**config.mk**
```make
export PLATFORM = sky130hd
export DESIGN_NAME = core_clk_rst_sequencer
export DESIGN_NICKNAME = d
export VERILOG_FILES = /design/src/rtl/core_clk_rst_sequencer.sv
export SDC_FILE = /design/constraint.sdc
export NUM_CORES = 1
export LEC_CHECK = 0
export ABC_AREA = 1
export CORE_MARGIN = 2
export CORE_UTILIZATION = 55
export CTS_CLUSTER_DIAMETER = 100
export CTS_CLUSTER_SIZE = 16
export DETAILED_ROUTE_END_ITERATION = 12
export PLACE_DENSITY = 0.75
export SLEW_MARGIN = 20
export SYNTH_ARGS = -nofsm -noshare
export SYNTH_HDL_FRONTEND = slang
export SYNTH_SLANG_ARGS = --single-unit
```
**constraint.sdc**
```tcl
create_clock -name clk_i -period 2.1 [get_ports clk_i]
set_clock_uncertainty 0.2 [all_clocks]
set_input_delay 0.42 -clock clk_i [delete_from_list [all_inputs] [get_ports clk_i]]
set_output_delay 0.42 -clock clk_i [all_outputs]
set_load 0.02 [all_outputs]
```
**src/rtl/core_clk_rst_sequencer.sv**
```systemverilog
`default_nettype none
// ============================================================================
// Module      : core_clk_rst_sequencer
// Description : Moore FSM that sequences the core clock-gate enable and the
//               core reset release (settle -> hold -> ready -> run -> drain).
// Revision    : 1.0 - initial release
// ============================================================================
module core_clk_rst_sequencer #(
    parameter int CLK_SETTLE_CYCLES = 4,
    parameter int RST_HOLD_CYCLES   = 8,
    parameter int CNT_W             = 8
) (
    input  logic       clk_i,
    input  logic       rst_ni,
    input  logic       clk_core_en_i,
    input  logic       rst_n_core_i,
    output logic       clk_gate_en_o,
    output logic       rst_n_core_o,
    output logic       busy_o,
    output logic [2:0] state_o
);

    if ((CLK_SETTLE_CYCLES < 1) || (CLK_SETTLE_CYCLES >= (2 ** CNT_W))) begin : g_settle_range_err
        $error("CLK_SETTLE_CYCLES must be in [1, 2**CNT_W - 1]");
    end

    if ((RST_HOLD_CYCLES < 1) || (RST_HOLD_CYCLES >= (2 ** CNT_W))) begin : g_hold_range_err
        $error("RST_HOLD_CYCLES must be in [1, 2**CNT_W - 1]");
    end

    typedef enum logic [2:0] {
        ST_OFF    = 3'd0,
        ST_SETTLE = 3'd1,
        ST_HOLD   = 3'd2,
        ST_READY  = 3'd3,
        ST_RUN    = 3'd4,
        ST_DRAIN  = 3'd5
    } state_t;

    localparam logic [CNT_W-1:0] c_SETTLE_LOAD = CNT_W'(CLK_SETTLE_CYCLES - 1);
    localparam logic [CNT_W-1:0] c_HOLD_LOAD   = CNT_W'(RST_HOLD_CYCLES - 1);
    localparam logic [CNT_W-1:0] c_CNT_ONE     = CNT_W'(1);

    state_t           r_state;
    state_t           w_state_nxt;
    logic [CNT_W-1:0] r_cnt;
    logic [CNT_W-1:0] w_cnt_nxt;
    logic [CNT_W-1:0] w_cnt_dec;
    logic             w_cnt_zero;

    assign w_cnt_dec  = r_cnt - c_CNT_ONE;
    assign w_cnt_zero = (r_cnt == '0);

    always_ff @(posedge clk_i or negedge rst_ni) begin
        if (!rst_ni) begin
            r_state <= ST_OFF;
            r_cnt   <= '0;
        end else begin
            r_state <= w_state_nxt;
            r_cnt   <= w_cnt_nxt;
        end
    end

    // Clock-disable is tested first everywhere so it outranks a reset request.
    always_comb begin
        w_state_nxt = r_state;
        w_cnt_nxt   = r_cnt;
        case (r_state)
            ST_OFF: begin
                if (clk_core_en_i) begin
                    w_state_nxt = ST_SETTLE;
                    w_cnt_nxt   = c_SETTLE_LOAD;
                end
            end
            ST_SETTLE: begin
                if (!clk_core_en_i) begin
                    w_state_nxt = ST_OFF;
                end else if (w_cnt_zero) begin
                    w_state_nxt = ST_HOLD;
                    w_cnt_nxt   = c_HOLD_LOAD;
                end else begin
                    w_cnt_nxt   = w_cnt_dec;
                end
            end
            ST_HOLD: begin
                if (!clk_core_en_i) begin
                    w_state_nxt = ST_OFF;
                end else if (w_cnt_zero) begin
                    w_state_nxt = ST_READY;
                end else begin
                    w_cnt_nxt   = w_cnt_dec;
                end
            end
            ST_READY: begin
                if (!clk_core_en_i) begin
                    w_state_nxt = ST_OFF;
                end else if (rst_n_core_i) begin
                    w_state_nxt = ST_RUN;
                end
            end
            ST_RUN: begin
                if (!clk_core_en_i) begin
                    w_state_nxt = ST_DRAIN;
                    w_cnt_nxt   = c_HOLD_LOAD;
                end else if (!rst_n_core_i) begin
                    w_state_nxt = ST_HOLD;
                    w_cnt_nxt   = c_HOLD_LOAD;
                end
            end
            ST_DRAIN: begin
                if (w_cnt_zero) begin
                    w_state_nxt = ST_OFF;
                end else begin
                    w_cnt_nxt   = w_cnt_dec;
                end
            end
            default: begin
                w_state_nxt = ST_OFF;
                w_cnt_nxt   = '0;
            end
        endcase
    end

    always_comb begin
        clk_gate_en_o = 1'b0;
        rst_n_core_o  = 1'b0;
        busy_o        = 1'b0;
        case (r_state)
            ST_SETTLE: begin
                clk_gate_en_o = 1'b1;
                busy_o        = 1'b1;
            end
            ST_HOLD: begin
                clk_gate_en_o = 1'b1;
                busy_o        = 1'b1;
            end
            ST_READY: begin
                clk_gate_en_o = 1'b1;
            end
            ST_RUN: begin
                clk_gate_en_o = 1'b1;
                rst_n_core_o  = 1'b1;
            end
            ST_DRAIN: begin
                clk_gate_en_o = 1'b1;
                busy_o        = 1'b1;
            end
            default: begin
                clk_gate_en_o = 1'b0;
            end
        endcase
    end

    assign state_o = r_state;

endmodule
`default_nettype wire

```
==> impl_metrics.env <==
export IMPL_outcome="completed"
export IMPL_fp_dieW_um=45.28
export IMPL_core_area_mm2=0.001559
export IMPL_overflow=0
export IMPL_final_antenna_net_count=0
export IMPL_drive_above_1_share_pct=25.66
export IMPL_placed_cells=164
export IMPL_final_cell_mix="nand2_1, inv_1, nand3_1, o21ai_0, dfrtp_1"
export IMPL_grt_max_degree=12
export IMPL_synthSimpleGateAreaFrac_pct=45.93
export IMPL_num_vias=920
export IMPL_met3_length_um=63
export IMPL_startpoint_type="flip-flop"
export IMPL_routed_wl_um=2093
export IMPL_clk_path_buf_depth=2
export IMPL_rr_worst_depth=6
export IMPL_synth_compound_gate_area_share_pct=8.144
export IMPL_finalHoldViolCount=0
export IMPL_yosys_area_share_adder_pct=2.670
export IMPL_dr_pass1_iters=4
export IMPL_switchingPower_uw=863.5
export IMPL_drc=0
export IMPL_clock_power_share_pct=8.8
export IMPL_switching_share_pct=52.03
export IMPL_combPwrFrac_pct=68.6
export IMPL_antenna_found_initial=0
export IMPL_arrival_ns=1.41
export IMPL_syn_num_nets=140
export IMPL_synth_seq_area_share_pct=29.37
export IMPL_dieArea_mm2=0.002050
export IMPL_finalSetupTns_ns=0
export IMPL_reg2reg_to="r_cnt[6]"
export IMPL_peakVddDrop_v=0.0008856
export IMPL_rsz0062_at_grt="no"
export IMPL_synth_xor_area_share_pct=3.738
export IMPL_worstPathRequired_ns=1.48
export IMPL_slew_limit_headroom_pct=65.38
export IMPL_synth_cell_types=23
export IMPL_floorplan_initialDensity_pct=60.11
export IMPL_tightestPinTransition_ns=0.5177
export IMPL_fin_cells=168
export IMPL_setup_viol=0
export IMPL_syn_to_final_growth_pct=17.36
export IMPL_pre_cts_ws_ns=0.06181
export IMPL_clock_sinks=11
export IMPL_layout_commonest_cell="nand2_1"
export IMPL_max_freq_ghz=0.4933
export IMPL_cp_max_fo=7
export IMPL_fin_util_pct=70.55
export IMPL_yosys_register_bits=11
export IMPL_criticalPathCategory="flip-flop to output pin"
export IMPL_cts_tree="yes"
export IMPL_internal_power_uw=796.1
export IMPL_cts_hold_buf=0
export IMPL_cts_buffers=3
export IMPL_die_h_um=45.28
export IMPL_cts_reportedPaths_clkPinSlew_ns=0.08
export IMPL_grt_pass1_vias=882
export IMPL_finalWeightedCongestion=0.9725
export IMPL_m1WireLength_um=1032
export IMPL_period_needed_ns=2.027
export IMPL_io_buffers=9
export IMPL_yosys_area_top_type_share_pct=29.37
export IMPL_cap_violations=0
export IMPL_dr_first_iter_drc_count=28
export IMPL_synthCells=134
export IMPL_yosysTopAreaCell="dfrtp_1"
export IMPL_synth_area_um2=937.1
export IMPL_diodes=0
export IMPL_fillers=129
export IMPL_wl_met2_um=986
export IMPL_slew_violations=0
export IMPL_hold_class="primary input to asynchronous set/reset pin"
export IMPL_layout_setup_ws_ns=0.07268
export IMPL_yosys_mux_area_fraction_pct=0
export IMPL_io_pins=10
export IMPL_top_layer_used="met4"
export IMPL_netlist_top_cells_area="dfrtp_1, nand2_1, nand3_1"
export IMPL_cts_root_buf="clkbuf_4"
export IMPL_p_leak_uw=0.0006259
export IMPL_hpwlAfterDp_um=1670
export IMPL_p_per_area_mw_per_mm2=1509
export IMPL_grt_util_all_layers_pct=24.81
export IMPL_cts_htree_levels=1
export IMPL_yosysWarningCount=0
export IMPL_r2r_setup_slack_ns=0.48
export IMPL_synth_top_family_by_area="simple AND/OR/NAND/NOR gates"
export IMPL_clock_latency_ns=0.26
export IMPL_period_share_pct=96.54
export IMPL_nets=159
export IMPL_core_rowCount=14
export IMPL_rr_startpoint="state_o[2]"
export IMPL_pwr_share_seq_pct=22.6
export IMPL_end_kind="output pin"
export IMPL_avgSynthCellArea_um2=6.994
export IMPL_wl_per_cell_um=12.46
export IMPL_grt_pass1_wl_um=3739
export IMPL_via_per_inst=5.476
cell families (layout without fill, tap and decap cells):
kind of cell             count (synthesis)  in the layout
XOR/XNOR                                 4              4
AO/OA/AOI/OAI                           15             15
buffers and inverters                   20             38
flip-flops                              11             11
AND/OR/NAND/NOR                         82             82
adder cells (fa/ha/maj)                  2              2
worst max-delay path, stage by stage, from the launching register on:
cell and delay [ns]:
dfrtp_2 0.46, nor2_2 0.16, inv_2 0.08, nor2_4 0.10, dlygate4sd2_1 0.34
metrics by stage:
stage	hold WS (ns)	power (uW)	area, um2
3_3_place_gp	0.2764	1515	1077
4_1_cts	0.3060	1680	1102
3_5_place_dp	0.2874	1543	1077
6_report	0.2895	1660	1100
5_1_grt	0.3482	1835	1100
2_1_floorplan	-0.07559	1197	937.1
cells in the mapped netlist, drive strengths merged:
library cell	number
a21oi	2
buf	3
clkinv	1
dfrtp	11
ha	2
inv	16
nand2	49
nand3	13
nand4	5
nor2	15
o21ai	12
o22ai	1
xor2	4
repair_timing:
| action | in CTS | in global routing |
|---|---|---|
| gates cloned | 0 | 0 |
| setup buffers | 0 | 0 |
| gates resized for setup | 5 | 6 |
| endpoints found under the setup margin | 4 | 4 |
cell type report:
cell class / instances / area [um2] / area share (%)
timing repair buffer: 17 / 143.9 / 13.08
inverter: 17 / 65.06 / 5.916
clock buffer: 4 / 26.28 / 2.389
sequential: 11 / 277.8 / 25.26
tap: 16 / 20.02 / 1.820
multi-input combinational: 103 / 566.8 / 51.54
power by group through the flow:
stage | combinational, uW | clock, uW | sequential, uW
final | 1140 | 146 | 375
after global placement | 1150 | 0 | 370
after detailed placement | 1170 | 0 | 375
after CTS | 1150 | 153 | 374
after global routing | 1290 | 159 | 387
after floorplan | 824 | 0 | 373
flip-flops by register name, summed over array words and instances, names as in the netlist:
register  flops
state_o       3
r_cnt         8
how the worst max path moves through the flow:
stage,cells past startpoint,slack [ns],to,from
after floorplan,4,0.31,clk_gate_en_o,state_o[0]
after global placement,5,0.09,clk_gate_en_o,state_o[1]
after detailed placement,4,0.06,busy_o,state_o[2]
after CTS,2,0.01,state_o[1],state_o[1]
after global routing,4,0.006,rst_n_core_o,state_o[0]
final,4,0.07,rst_n_core_o,state_o[0]
routing by layer:
metal	GRT usage, %	up-vias
met2	40.29	16
li1	-	468
met4	5.294	0
met3	3.600	2
met1	34.90	434
met5	0	-
No activity file was read; power rests on OpenSTA's default activity.
